<file path="config.mk">
export PLATFORM = sky130hd
export DESIGN_NAME = sync_fifo_lvl
export DESIGN_NICKNAME = d
export VERILOG_FILES = /design/src/rtl/sync_fifo_lvl.sv
export SDC_FILE = /design/constraint.sdc
export NUM_CORES = 1
export LEC_CHECK = 0
export CAP_MARGIN = 20
export CORE_ASPECT_RATIO = 0.5
export CORE_MARGIN = 1.5
export CORE_UTILIZATION = 25
export CTS_CLUSTER_DIAMETER = 80
export DETAILED_ROUTE_END_ITERATION = 10
export PLACE_DENSITY_LB_ADDON = 0.15
export SYNTH_ARGS = -nofsm -noshare
export SYNTH_HDL_FRONTEND = slang
export SYNTH_SLANG_ARGS = --single-unit
export TNS_END_PERCENT = 50
</file>
<file path="constraint.sdc">
create_clock -name clk_i -period 5.18 [get_ports clk_i]
set_input_delay 0.518 -clock clk_i [delete_from_list [all_inputs] [get_ports clk_i]]
set_output_delay 0.518 -clock clk_i [all_outputs]
set_load 0.02 [all_outputs]
</file>
<file path="src/rtl/sync_fifo_lvl.sv">
// sync_fifo_lvl: synchronous FIFO with level, almost-full/empty thresholds, flush and sticky error flags
module sync_fifo_lvl #(
  parameter int DEPTH      = 8,
  parameter int DATA_WIDTH = 8,
  parameter int AFULL_TH   = DEPTH - 1,
  parameter int AEMPTY_TH  = 1
) (
  input  logic                       clk_i,
  input  logic                       rst_ni,
  input  logic                       flush_i,
  input  logic                       wr_en_i,
  input  logic [DATA_WIDTH-1:0]      wr_data_i,
  output logic                       full_o,
  output logic                       almost_full_o,
  input  logic                       rd_en_i,
  output logic [DATA_WIDTH-1:0]      rd_data_o,
  output logic                       empty_o,
  output logic                       not_empty_o,
  output logic                       almost_empty_o,
  output logic [$clog2(DEPTH):0]     level_o,
  output logic                       overflow_o,
  output logic                       underflow_o,
  input  logic                       err_clr_i
);
  localparam int AW = $clog2(DEPTH);
  localparam int PW = AW + 1;
  logic [DATA_WIDTH-1:0] mem [DEPTH];
  logic [PW-1:0] wr_ptr, rd_ptr;
  logic wr_acc, rd_acc, ovf_set, udf_set;
  always_comb begin
    level_o        = wr_ptr - rd_ptr;
    empty_o        = wr_ptr == rd_ptr;
    not_empty_o    = !empty_o;
    full_o         = (wr_ptr[AW-1:0] == rd_ptr[AW-1:0]) && (wr_ptr[AW] != rd_ptr[AW]);
    almost_full_o  = level_o >= PW'(AFULL_TH);
    almost_empty_o = level_o <= PW'(AEMPTY_TH);
    rd_data_o      = mem[rd_ptr[AW-1:0]];
    // a read frees the head slot this edge, so a full FIFO can still take a write
    wr_acc         = wr_en_i && (!full_o || rd_en_i) && !flush_i;
    rd_acc         = rd_en_i && !empty_o && !flush_i;
    ovf_set        = wr_en_i && full_o && !rd_en_i && !flush_i;
    udf_set        = rd_en_i && empty_o && !flush_i;
  end
  always_ff @(posedge clk_i or negedge rst_ni) begin
    if (!rst_ni) begin
      wr_ptr      <= '0;
      rd_ptr      <= '0;
      overflow_o  <= 1'b0;
      underflow_o <= 1'b0;
      for (int i = 0; i < DEPTH; i++) mem[i] <= '0;
    end else begin
      wr_ptr      <= flush_i ? '0 : wr_ptr + PW'(wr_acc);
      rd_ptr      <= flush_i ? '0 : rd_ptr + PW'(rd_acc);
      overflow_o  <= ovf_set || (overflow_o && !err_clr_i);
      underflow_o <= udf_set || (underflow_o && !err_clr_i);
      if (wr_acc) mem[wr_ptr[AW-1:0]] <= wr_data_i;
    end
  end
endmodule

</file>
== Word-level counts from Yosys, hierarchy flattened ==
Index checks and enable logic that the tools add are counted.
Word-level totals
  bits of input ports: 14
  bits in read-only memories: 0
  bits in latches: 0
  bits in writable memories: 0
  register bits: 74
  logic and storage cells: 54
  output and inout port bits: 19
  memories kept: 0
Operators by class
  bitwise operators: 2
  div/mod/pow operators: 0
  order comparisons: 5
  $add $sub $neg: 3
  reduce and logical (&&, ||, !) cells: 21
  equality and inequality tests: 3
  multiplexer cells: 8
  $mul: 0
  shifts and indexed selects: 0
Operator list (count)
  64-bit bitwise mux: 1
  8-bit binary-select mux with 3-bit select: 1
  8-bit demux with 3-bit select: 1
  8-bit 2-to-1 mux: 3
  1-bit logical AND: 13
  4-bit by 1-bit adder with 4-bit output: 2
  4-bit greater-or-equal comparator (second input constant): 2
  4-bit 2-to-1 mux: 2
  3-bit inverter with 4-bit output: 2
  1-bit zero test: 5
  4-bit equality test: 1
  4-bit by 3-bit greater-or-equal comparator with 1-bit output (second input constant): 1
  4-bit by 1-bit <= comparator with 1-bit output (second input constant): 1
  4-bit by 1-bit < comparator with 1-bit output (second input constant): 1
  4-bit subtractor: 1
  3-bit equality test: 1
  1-bit logical OR: 3
  1-bit != test: 1

== Depth between registers and ports, before layout ==
Gate-level depths: netlist (run 1).
  depth after elaboration: 8
  gate-level depth with buffers: 12
  gate-level depth less buffers: 10

== Worst setup path before layout (run 1) ==
OpenSTA, ideal clock, no wires.
  path kind: reg2out
  from: register rd_ptr[1]
  to: output almost_full_o
  arrival time: 2.331 ns
  cell stages (with the launch flop): 8
  required time: 4.662 ns
  slack: 2.331 ns
  buffers on the path: 2
  path through: dfrtp_1 > clkbuf_1 > clkbuf_1 > inv_1 > fa_1 > xor2_1 > nand3_1 > o21ai_0
Between the ends
  cells in the longest elaborated chain, start to end: 2
RTL lines
  start, declared: RTL line 28  | logic [PW-1:0] wr_ptr, rd_ptr;
  start signal, assigned: RTL line 53  | rd_ptr <= flush_i ? '0 : rd_ptr + PW'(rd_acc);
  4-bit subtractor: RTL line 31  | level_o = wr_ptr - rd_ptr;
  net level_o[2]: RTL line 20  | output logic [$clog2(DEPTH):0] level_o,
  4-bit by 3-bit greater-or-equal comparator with 1-bit output: RTL line 35  | almost_full_o = level_o >= PW'(AFULL_TH);
  end, declared: RTL line 14  | output logic almost_full_o,
The timed path passes the listed nets, and every way through them passes these cells.

== Worst setup path in the final report (run 1) ==
  from: register rd_ptr[2]
  to: output almost_empty_o
Between the ends
  cells in the longest elaborated chain, start to end: 2
RTL lines
  4-bit subtractor: RTL line 31
  4-bit by 1-bit <= comparator with 1-bit output: RTL line 36  | almost_empty_o = level_o <= PW'(AEMPTY_TH);
  end, declared: RTL line 19  | output logic almost_empty_o,
Every way passes these cells.

==> reports/results.ini, run 1 <==
[power]
power.density_mw_per_mm2 = 350
p_leak_nw = 2.03
p_total_w = 0.00156
peakVddDrop_uv = 158

[setup_path]
critPathMaxStageDelay_ps = 640
crit_fanout = 11
path_cells = clkinv_1 > ha_1 > a21oi_1 > a21oi_1 > o21a_1 > clkdlybuf4s50_1
crit_arrival_ps = 3040
cp_slowest_cell = dfrtp_1
cp_data_required_time_ps = 4660
criticalPathCategory = flop to primary output
startpoint_type = flop
crit_buf_inv = 2
critPathTopFamily = buffers and inverters
endpoint_kind = primary output
cpMostUsedCell = a21oi_1

[global_route]
grt_pass1_wl_um = 14200
grt_overflow = 0
gr-usage-met1_pct = 17.1
antenna_found_initial = 0
grt_util_met2_pct = 19.9
grt_pass1_vias = 2388
grt_max_degree = 75
use_met3_pct = 3.65
grtUsageTotal_pct = 12.7
grt-busiest-layer = met2

[cells_and_area]
num_antenna_cells = 0
fin_util_pct = 32.0
layout.nets = 311
synthToLayoutAreaGrowth_pct = 22.2
drive_gt1_share_pct = 35.7
nFillCells = 1389

[flow_run]
maxCapViolations = 0

[placement]
portBuffers = 32
place_congestion = 0.709
place_ws_ps = 1960
dp_hpwl_um = 5630

[clocking]
clock-sinks = 74
postCtsSetupBuffers = 0
insertion_delay_ps = 340
cts_hold_buf = 0
cts_tree = done
cts_buffers = 9
clock_path_buffers = 2
cts-resized-gates = 0
clk_pin_slew_ps = 60
cts_root_buf = clkbuf_16
htree_levels = 3

[floorplanning]
dieArea_mm2 = 0.0153
die_width_um = 174
io_pins = 33
initial_utilization_pct = 26.2
die_h_um = 88.3
rows = 30
coreArea_mm2 = 0.0139

[synth]
synth.area.top_cells = dfrtp_1 (51%), mux2_2 (17%), mux4_2 (9.9%)
synth.top_cell.area_share_pct = 50.9
synth_top_cell_by_area = dfrtp_1
netlist_instances = 255
synth_edf_count = 0
ys_types = 36
synth_top_flop_cell = dfrtp_1
yosysWarnings = 0
synth_common_cells = dfrtp_1 (74), mux2_2 (54), nand2_1 (24)
yosysMostFrequentCell = dfrtp_1
ys_seq_area_share_pct = 50.9
avgSynthCellArea_um2 = 14.3
async_flop_share_pct = 100
synthesis.area_mm2 = 0.00364
synth_seq_cells = 74
synth_nets = 277

[sta]
fmax_mhz = 281
tightestPinTransition_ps = 948
slew_violations = 0
hold_viol = 0
finalClockSkew_ps = 6.50
finalSetupTns_ps = 0
rsz0062_at_grt = no
relSlewSlack_pct = 36.8
worst_slack_ps = 1620
finalCritPeriodShare_pct = 68.6
layout_min_cycle_time_ps = 3560
setup_viol = 0

[detailed_routing]
final_antenna_net_count = 0
via_per_inst = 4.52
wirelength_um = 8720
vias = 2195
drt_iter0_markers = 86
firstDrtPassIters = 4
routedWlPerCell_um = 17.9
drc = 0

[run_status]
status = finished, final reports clean

[hold_path]
hold_class = primary input to asynchronous set/reset pin

==> layout by cell type, fill, tap and decap left out, drive strengths merged, types with 3 or more instances in the layout <==
master,Yosys,final
a21oi,3,3
buf,7,4
clkbuf,5,10
clkdlybuf4s50,0,31
clkinv,1,4
dfrtp,74,74
ha,7,7
inv,7,8
mux2,64,64
mux4,16,16
nand2,24,24
nand2b,3,3
nand3,4,4
nor2,8,8
nor2b,4,4
xnor2,3,3
xor2,4,4
==> stage by stage <==
stage	instances	instance area (um^2)	hold slack [ps]
after global routing	486	4450	504
after detailed placement	470	4160	481
after floorplan	255	3640	222
after global placement	470	4160	469
final	486	4450	415
after CTS	486	4450	451
==> area by class of cell <==
type                    instances  area [um^2]  share of cell area (%)
repair buffers                 35          338                    7.59
clock inverters                 6         65.1                    1.46
flip-flops and latches         74         1850                    41.6
inverters                       8         30.0                   0.675
well taps                     192          240                    5.40
clock buffers                  10          229                    5.14
multi-input cells             161         1700                    38.1
==> power by group <==
part	internal (W)	total [W]	switching [W]
Clock	0.000374	0.000627	0.000253
Sequential	0.000634	0.000665	0.0000310
Combinational	0.000147	0.000269	0.000121
Total	0.00115	0.00156	0.000405
==> kinds of logic (layout without fill, tap and decap cells) <==
group | Yosys count | count (layout) | synth area share [%]
AO/OA/AOI/OAI | 15 | 15 | 3.99
XOR/XNOR | 7 | 7 | 1.89
adder cells (fa/ha/maj) | 8 | 8 | 2.96
buffers and inverters | 20 | 59 | 2.54
flip-flops | 74 | 74 | 50.9
multiplexers | 80 | 80 | 30.5
AND/OR/NAND/NOR | 51 | 51 | 7.25
==> worst register-to-register path, delay by kind of cell (launching register included) <==
family                   cells  cell delay, ps
AND/OR/NAND/NOR              1             290
flip-flops                   1             640
AO/OA/AOI/OAI                1             710
multiplexers                 1             420
adder cells (fa/ha/maj)      1             520
buffers and inverters        1             450
==> sequential cells by signal, summed over array words and instances, names as in the netlist <==
register / cells
wr_ptr: 4
underflow_o: 1
rd_ptr: 4
mem: 64
overflow_o: 1
==> final timing paths <==
| kind | from | end | slack, ps | depth (start not counted) |
|---|---|---|---|---|
| worst max-delay path | rd_ptr[2]$_DFF_PN0_ | almost_empty_o | 1620 | 6 |
| worst min-delay path | rst_ni | mem[4]$_DFFE_PN0P_ | 420 | 2 |
| worst max register to register | rd_ptr[2]$_DFF_PN0_ | mem[34]$_DFFE_PN0P_ | 2040 | 5 |
| worst min register to register | mem[1]$_DFFE_PN0P_ | mem[1]$_DFFE_PN0P_ | 490 | 1 |
| max in group asynchronous | rst_ni | wr_ptr[1]$_DFF_PN0_ | 4150 | 2 |
| min in group clk_i | mem[1]$_DFFE_PN0P_ | mem[1]$_DFFE_PN0P_ | 490 | 1 |
==> layer usage <==
metal  vias up  share of wire, %
li1        994                 -
met1      1155                52
met2        36                44
met3        10               3.3
met4         0               1.3
met5         -                 0
Power figures use the tool's default switching activity.
==> run 2: changes to the inputs <==
clock period = 3.3 ns   (was 5.18 ns; I/O delays follow)
==> run 2 against run 1 <==
  * Hold slack improved by 86 ps
  * Register-to-register slack got worse by 1400 ps
  * Clock skew rose by 1.7 ps
  * Global-route usage fell by 0.24 points
  * Largest cell class unchanged
  * First-iteration DRC count increased by 41%
  * Flip-flop and latch count unchanged
  * Clock-buffer cell count down 1
  * Highest routed layer unchanged
  * Power rose by 58%
==> reports/results.ini, run 2 (synthesis gave the netlist of run 1 again) <==
[clocking]
cts_tree = done
clock_path_buffers = 2  ; unchanged
clock-sinks = 74  ; unchanged
cts_buffers = 9  ; unchanged
insertion_delay_ps = 340  ; about the same
clk_pin_slew_ps = 60  ; about the same
cts-resized-gates = 0  ; unchanged
htree_levels = 3  ; unchanged
cts_root_buf = clkbuf_16

[cells_and_area]
seqCellArea_mm2 = 0.00185  ; unchanged
nFillCells = 1395  ; +0.43%
drive_gt1_share_pct = 37.2  ; +1.5 points
layout.nets = 318  ; +2.3%
mostFrequentLayoutCells = dfrtp_1 (74), mux2_2 (54), clkdlybuf4s50_1 (31), nand2_1 (24), mux4_2 (16)
reg.largest.list = mem: 64 flops, rd_ptr: 4 flops, wr_ptr: 4 flops
largest_reg_flops = 64  ; unchanged
multi_input_area_mm2 = 0.00170  ; unchanged
fin_util_pct = 32.5  ; +0.47 points
regMostFlops = mem
final_common_cell = dfrtp_1
num_antenna_cells = 0  ; unchanged
synthToLayoutAreaGrowth_pct = 24.0

[sta]
layout_min_cycle_time_ps = 3020
finalSetupTns_ps = 0  ; unchanged
relSlewSlack_pct = 52.6  ; +16 points
slew_violations = 0  ; unchanged
hold_viol = 0  ; unchanged
rsz0062_at_grt = no
tightestPinTransition_ps = 706  ; -242 ps
finalCritPeriodShare_pct = 91.6
setup_viol = 0  ; unchanged
finalClockSkew_ps = 8.21  ; +1.71 ps
fmax_mhz = 331

[global_route]
grt_pass1_wl_um = 13900  ; -2.6%
grt_overflow = 0  ; unchanged
antenna_found_initial = 0  ; unchanged
grtUsageTotal_pct = 12.5  ; -0.24 points
grt_max_degree = 30  ; -60%
grt_pass1_vias = 2380  ; -0.34%

[setup_path]
startpoint_type = flop
crit_fanout = 6  ; -5
endpoint_kind = primary output
criticalPathCategory = flop to primary output
crit_arrival_ps = 2690  ; -350 ps
cp_data_required_time_ps = 2970  ; -1690 ps

[placement]
place_congestion = 0.755  ; +6.5%
portBuffers = 32  ; unchanged
dp_hpwl_um = 6040  ; +7.4%

[floorplanning]
rows = 30  ; unchanged
io_pins = 33  ; unchanged
initial_utilization_pct = 26.2  ; unchanged
die_h_um = 88.3  ; unchanged
dieArea_mm2 = 0.0153  ; unchanged
die_width_um = 174  ; unchanged
coreArea_mm2 = 0.0139  ; unchanged

[detailed_routing]
routedWlPerCell_um = 17.8  ; -0.83%
final_antenna_net_count = 0  ; unchanged
drc = 0  ; unchanged
firstDrtPassIters = 6  ; +2
via_per_inst = 4.52  ; about the same
vias = 2227  ; +1.5%
wirelength_um = 8770  ; +0.60%
drt_iter0_markers = 121  ; +41%

[power]
p_clk_share_pct = 40.5  ; +0.3 points
power.density_mw_per_mm2 = 545  ; +56%
peakVddDrop_uv = 263  ; +67%
p_switching_w = 0.000641  ; +58%
p_leak_nw = 2.06  ; +1.7%
combPwrFrac_pct = 17.1  ; about the same
pwr-share-seq_pct = 42.4  ; -0.2 points
internal-power_w = 0.00182  ; +58%
swShare_pct = 26.0  ; +0.087 points

[flow_run]
maxCapViolations = 0  ; unchanged

[run_status]
status = finished, final reports clean

[hold_path]
hold_class = flop to flop

## run 2: cell count changes in the layout (fill, tap and decap cells not counted)
cell,before,now
buf_4,3,9
clkbuf_1,1,0
clkinv_2,2,1
clkinv_4,1,2
clkinvlp_4,1,2
dlygate4sd3_1,0,1
inv_6,1,0
inv_8,0,1
## run 2: critical path, stage by stage (launching register included)
cell and delay [ps]:
dfrtp_1 490, inv_1 190, ha_1 190, inv_1 60
fa_1 370, xor2_1 250, nand3_1 100, o21ai_0 80
clkdlybuf4s50_1 630
## run 2: final cells by class
cell class	instances	share of cell area [%]
sequential	74	41.0
multi-input combinational	161	37.6
timing repair buffer	42	8.70
tap	192	5.32
clock buffer	9	4.99
clock inverter	7	1.75
inverter	8	0.665
## run 2: what timing repair did
action / CTS / global route
buffers inserted: 0 / 0
hold buffers: 1 / 0
hold endpoints to repair: 22 / 0
## run 2: through the flow
step	hold WS (ps)	cell area, um^2	setup WS (ps)	cells	total power (W)
floorplan	34.4	3640	522	255	0.00131
finish	501	4520	277	493	0.00246
global route	517	4520	89.1	493	0.00258
global placement	339	4200	714	476	0.00147
detailed placement	352	4200	607	476	0.00149
CTS	501	4520	243	493	0.00250
## run 2: power by group through the flow
stage / Sequential [W] / Clock [W] / Combinational [W]
6_report: 0.00104 / 0.000997 / 0.000422
5_1_grt: 0.00105 / 0.00107 / 0.000459
4_1_cts: 0.00104 / 0.00103 / 0.000431
3_5_place_dp: 0.00106 / 0 / 0.000428
3_3_place_gp: 0.00105 / 0 / 0.000418
2_1_floorplan: 0.00104 / 0 / 0.000268
## run 2: worst paths after layout
check                                    start                  end  slack (ps)  depth (start not counted)
setup / recovery           wr_ptr[0]$_DFF_PN0_        almost_full_o         280                          8
hold / removal              mem[1]$_DFFE_PN0P_   mem[1]$_DFFE_PN0P_         500                          1
setup reg to reg           wr_ptr[0]$_DFF_PN0_  mem[16]$_DFFE_PN0P_         690                          6
hold reg to reg             mem[1]$_DFFE_PN0P_   mem[1]$_DFFE_PN0P_         500                          1
max in group asynchronous               rst_ni  mem[41]$_DFFE_PN0P_        1980                          3
min in group asynchronous               rst_ni  mem[26]$_DFFE_PN0P_         520                          2
## run 2: per-layer routing
| metal | share of wire [%] | vias up | routed length [um] | GRT usage (%) |
|---|---|---|---|---|
| met5 | 0 | - | 0 | 0 |
| met4 | 1.1 | 0 | 98 | 4.23 |
| met3 | 3.5 | 6 | 306 | 3.69 |
| met2 | 46 | 34 | 4010 | 20.0 |
| met1 | 50 | 1185 | 4360 | 16.4 |
| li1 | - | 1002 | - | - |
==> run 3: changes to the inputs <==
CORE_ASPECT_RATIO = unset   (was 0.5)
==> run 3 against run 2 <==
  * Flip-flop and latch count stayed put
  * Setup slack better by 14 ps
  * Power shrank 0.53%
  * Sequential power hardly changed
  * Largest cell class unchanged
==> reports/results.ini, run 3 (synthesis gave the netlist of run 1 again) <==
[run_status]
status = finished, final reports clean

[setup_path]
endpoint_kind = primary output
cpMostUsedCell = inv_1
startpoint_type = flop
critPathTopFamily = buffers and inverters
path_cells = inv_1 > ha_1 > inv_1 > fa_1 > xor2_1 > nand3_1 > o21ai_0 > clkdlybuf4s50_1
cp_data_required_time_ps = 2970  ; about the same
criticalPathCategory = flop to primary output
crit_buf_inv = 3  ; unchanged
cp_slowest_cell = clkdlybuf4s50_1
crit_arrival_ps = 2680  ; about the same
crit_fanout = 6  ; unchanged
critPathMaxStageDelay_ps = 620  ; about the same

[cells_and_area]
largest_reg_flops = 64  ; unchanged
layout.nets = 314  ; -1.3%
regMostFlops = mem
reg.largest.list = mem: 64 flops, rd_ptr: 4 flops, wr_ptr: 4 flops
fin_util_pct = 31.9  ; -0.62 points
mostFrequentLayoutCells = dfrtp_1 (74), mux2_2 (54), clkdlybuf4s50_1 (31), nand2_1 (24), mux4_2 (16)
num_antenna_cells = 0  ; unchanged
synthToLayoutAreaGrowth_pct = 23.0
drive_gt1_share_pct = 36.7  ; -0.51 points
final_common_cell = dfrtp_1
nFillCells = 1356  ; -2.8%

[placement]
place_congestion = 0.721  ; -4.5%
dp_hpwl_um = 5360  ; -11%
portBuffers = 32  ; unchanged

[global_route]
grt_overflow = 0  ; unchanged
antenna_found_initial = 0  ; unchanged
grt_pass1_wl_um = 13100  ; -5.2%
grt_pass1_vias = 2272  ; -4.5%
grt_max_degree = 75  ; +150%
grtUsageTotal_pct = 12.0  ; -0.47 points

[detailed_routing]
routedWlPerCell_um = 17.6  ; -1.2%
via_per_inst = 4.49  ; -0.50%
drc = 0  ; unchanged
final_antenna_net_count = 0  ; unchanged
vias = 2144  ; -3.7%
drt_iter0_markers = 58  ; -52%
wirelength_um = 8380  ; -4.4%
firstDrtPassIters = 2  ; -4

[clocking]
cts-resized-gates = 0  ; unchanged
clock_path_buffers = 2  ; unchanged
cts_hold_buf = 0  ; -1
cts_root_buf = clkbuf_16
htree_levels = 3  ; unchanged
insertion_delay_ps = 330  ; about the same
clk_pin_slew_ps = 60  ; about the same
cts_tree = done
postCtsSetupBuffers = 0  ; unchanged
cts_buffers = 9  ; unchanged
clock-sinks = 74  ; unchanged

[floorplanning]
dieArea_mm2 = 0.0153  ; -0.29%
coreArea_mm2 = 0.0140  ; +1.1%
die_h_um = 124  ; +40%
rows = 43  ; +43%
io_pins = 33  ; unchanged
die_width_um = 124  ; -29%
initial_utilization_pct = 25.9  ; -0.29 points

[sta]
rsz0062_at_grt = no
layout_min_cycle_time_ps = 3010  ; -14.4 ps
slew_violations = 0  ; unchanged
fmax_mhz = 332  ; +0.48%
relSlewSlack_pct = 52.3  ; -0.28 points
tightestPinTransition_ps = 713  ; +7.05 ps
finalCritPeriodShare_pct = 91.2  ; -0.44 points
setup_viol = 0  ; unchanged
whs_ps = 28.9  ; -472 ps
finalClockSkew_ps = 7.12  ; -1.09 ps
hold_viol = 0  ; unchanged
finalSetupTns_ps = 0  ; unchanged

[power]
peakVddDrop_uv = 219  ; -17%
p_total_w = 0.00245  ; -0.53%
power.density_mw_per_mm2 = 547  ; +0.30%
p_leak_nw = 2.05  ; -0.76%

[flow_run]
maxCapViolations = 0  ; unchanged

[hold_path]
hold_class = primary input to asynchronous set/reset pin

[run 3: power breakdown]
group	leakage, nW	total [W]	switching, W	internal [W]
combinational	0.914	0.000417	0.000184	0.000233
sequential	0.992	0.00104	0.0000487	0.000995
clock	0.142	0.000989	0.000398	0.000590
total	2.05	0.00245	0.000631	0.00182
[run 3: path summary, 6_finish.rpt]
path	endpoint	slack, ps	start	cells past startpoint
setup / recovery	almost_full_o	290	wr_ptr[0]$_DFF_PN0_	8
hold / removal	mem[27]$_DFFE_PN0P_	30	rst_ni	2
setup reg to reg	mem[11]$_DFFE_PN0P_	660	wr_ptr[0]$_DFF_PN0_	5
hold reg to reg	mem[0]$_DFFE_PN0P_	490	mem[0]$_DFFE_PN0P_	1
max in group asynchronous	mem[16]$_DFFE_PN0P_	2950	rst_ni	2
min in group clk_i	mem[0]$_DFFE_PN0P_	490	mem[0]$_DFFE_PN0P_	1
[run 3: per-layer routing]
| metal | global-route usage, % | share of wire [%] | vias to the layer above |
|---|---|---|---|
| met5 | 0 | 0 | - |
| met1 | 16.0 | 49 | 1107 |
| met4 | 4.53 | 1.7 | 0 |
| met2 | 18.9 | 46 | 27 |
| met3 | 2.93 | 2.9 | 11 |
| li1 | - | - | 999 |
[run 3: per-stage QoR]
stage,worst slack (ps),instances,instance area [um^2]
2_1_floorplan,522,255,3640
3_3_place_gp,654,461,4180
3_5_place_dp,635,461,4180
4_1_cts,265,477,4480
5_1_grt,107,477,4480
6_report,291,477,4480
[run 3: layout make-up]
| cell class | count | area (um^2) | area share, % |
|---|---|---|---|
| Inverter | 8 | 30.0 | 0.671 |
| Clock inverter | 7 | 76.3 | 1.70 |
| Timing Repair Buffer | 38 | 373 | 8.33 |
| Tap cell | 180 | 225 | 5.03 |
| Multi-Input combinational cell | 161 | 1700 | 37.9 |
| Clock buffer | 9 | 225 | 5.03 |
| Sequential cell | 74 | 1850 | 41.4 |
==> variant (flow settings as in run 3) <==
Make the reset (`rst_ni`) synchronous in one clocked block.
--- a/src/rtl/sync_fifo_lvl.sv
+++ b/src/rtl/sync_fifo_lvl.sv
@@ -41,7 +41,7 @@
     ovf_set        = wr_en_i && full_o && !rd_en_i && !flush_i;
     udf_set        = rd_en_i && empty_o && !flush_i;
   end
-  always_ff @(posedge clk_i or negedge rst_ni) begin
+  always_ff @(posedge clk_i) begin
     if (!rst_ni) begin
       wr_ptr      <= '0;
       rd_ptr      <= '0;
Check against the original RTL: differs if rst_ni is asserted again (counterexample within 4 cycles, from zero or initial values and one cycle with rst_ni low); with rst_ni held inactive, the same outputs for 10 cycles.
==> variant against run 3 <==
Routed wire length is 23% higher. Worst setup slack better by 67 ps. Die area is 2.0% higher. Cell area is 5.1% higher. Synthesized area is 2.1% higher. Sequential cell count stayed put. Count of clock-buffer cells in the layout is 1 higher. Critical path type unchanged. Largest cell class unchanged.
Power is not compared: it rests on default switching activity, and its combinational part moved more than twofold at a synthesized area within 25%.
==> variant: results <==
[yosys]
synth_mux_area_share_pct = 9.697
synth_cell_types = 38
ys_top_cells_by_area = edfxtp_1, mux4_2, dfxtp_1
synth_common_cells = edfxtp_1, nand2_1, nor2_1
synth_compound_area_share_pct = 5.556
synth_flop_cell = edfxtp_1
async_reset_ff_share_pct = 0
ys_seq_area_share_pct = 57.10
synth_edf_count = 64
synth-xor-area-share_pct = 2.155
yosys.area_share.adder_pct = 2.896
synth_nets = 323
synth_warnings = 0

[worst_hold_path]
hold_class = reg2reg
min_path_cells = 3

[grt]
grt_pass1_wl_mm = 15.69
grt_use_total_pct = 13.80
first_global_vias = 2647
grt_start_max_net_pins = 30
grt_use_met1_pct = 18.10
gr-usage-met3_pct = 3.393
antenna_found_initial = 0
grt_use_met2_pct = 22.79

[detailed_routing]
firstDrtPassIters = 4
highest_layer = met4
wl_met2_mm = 5.016
wl_per_cell_um = 19.31
via_per_inst = 4.785
route.met3.wl_um = 386
drt_iter0_markers = 189
route.layer.met1.wl_mm = 4.802

[critical_path]
critical-path-top-delay-family = buffers and inverters
crit_path_max_fanout = 12
rr_worst_depth = 6
cp_slowest_stage_delay_ps = 660
cp.arrival_ps = 2610

[clock_network]
post_cts_buffers = 0
clock_path_buffers = 2
cts_buffers = 9
cts_max_level = 3
clockRootBuffer = clkbuf_16

[timing]
fin_skew_ps = 4.486
slew_headroom_pct = 55.33

[place]
place.gp.congestion = 0.7537
place_hpwl_mm = 7.090

[final_layout]
drive_gt1_share_pct = 18.52
nets = 368
n_fill_cell = 1500
largest_reg_flops = 64
insertedDiodeCount = 0

[outcome]
status = finished clean
==> variant: cell types whose count changed in the layout (fill, tap and decap cells not counted), sizes merged, moves of 4 or more <==
cell and change:
and2 +6, buf +16, dfrtp -74, dfxtp +10
edfxtp +64, mux2 -64, nand2 +21, nand3 +7
nor2 +33, nor3 +17, nor4 +16, o31ai +6
o41ai +4
==> variant: path summary, 6_finish.rpt <==
| kind | start | endpoint | slack (ps) |
|---|---|---|---|
| worst max-delay path | wr_ptr[1] | almost_full_o | 360 |
| worst min-delay path | overflow_o | overflow_o | 620 |
| worst max register to register | wr_ptr[2] | mem[7][4] | 690 |
| worst min register to register | overflow_o | overflow_o | 620 |
==> variant: metrics by stage <==
stage,power (mW),instance area (um2),cells,setup WS (ps)
floorplan,1.155,3716,301,163.0
global placement,1.248,4363,519,747.9
detailed placement,1.248,4363,519,685.8
CTS,2.390,4705,535,323.7
global route,2.431,4705,535,216.5
finish,2.359,4705,535,358.2
==> variant: cell families after synthesis <==
kind of cell | count (synthesis)
XOR/XNOR | 7
AND/OR/NAND/NOR | 147
flip-flops | 74
multiplexers | 16
buffers and inverters | 31
AO/OA/AOI/OAI | 18
adder cells (fa/ha/maj) | 8
==> variant: power by group <==
group          leakage (nW)  internal [mW]  switching (mW)  total [mW]
Clock                 0.167          0.743           0.390        1.13
Sequential            0.745           1.05         0.00928        1.05
Combinational         0.738         0.0721           0.100       0.172
Total                  1.65           1.86           0.499        2.36
==> variant: layout make-up <==
cell class | count | area [um2] | area share, %
timing repair buffer | 55 | 493.0 | 10.48
multi-input combinational | 196 | 1480 | 31.46
clock inverter | 6 | 112.6 | 2.394
inverter | 10 | 37.54 | 0.7979
clock buffer | 10 | 229.0 | 4.867
tap | 184 | 230.2 | 4.894
sequential | 74 | 2122 | 45.11
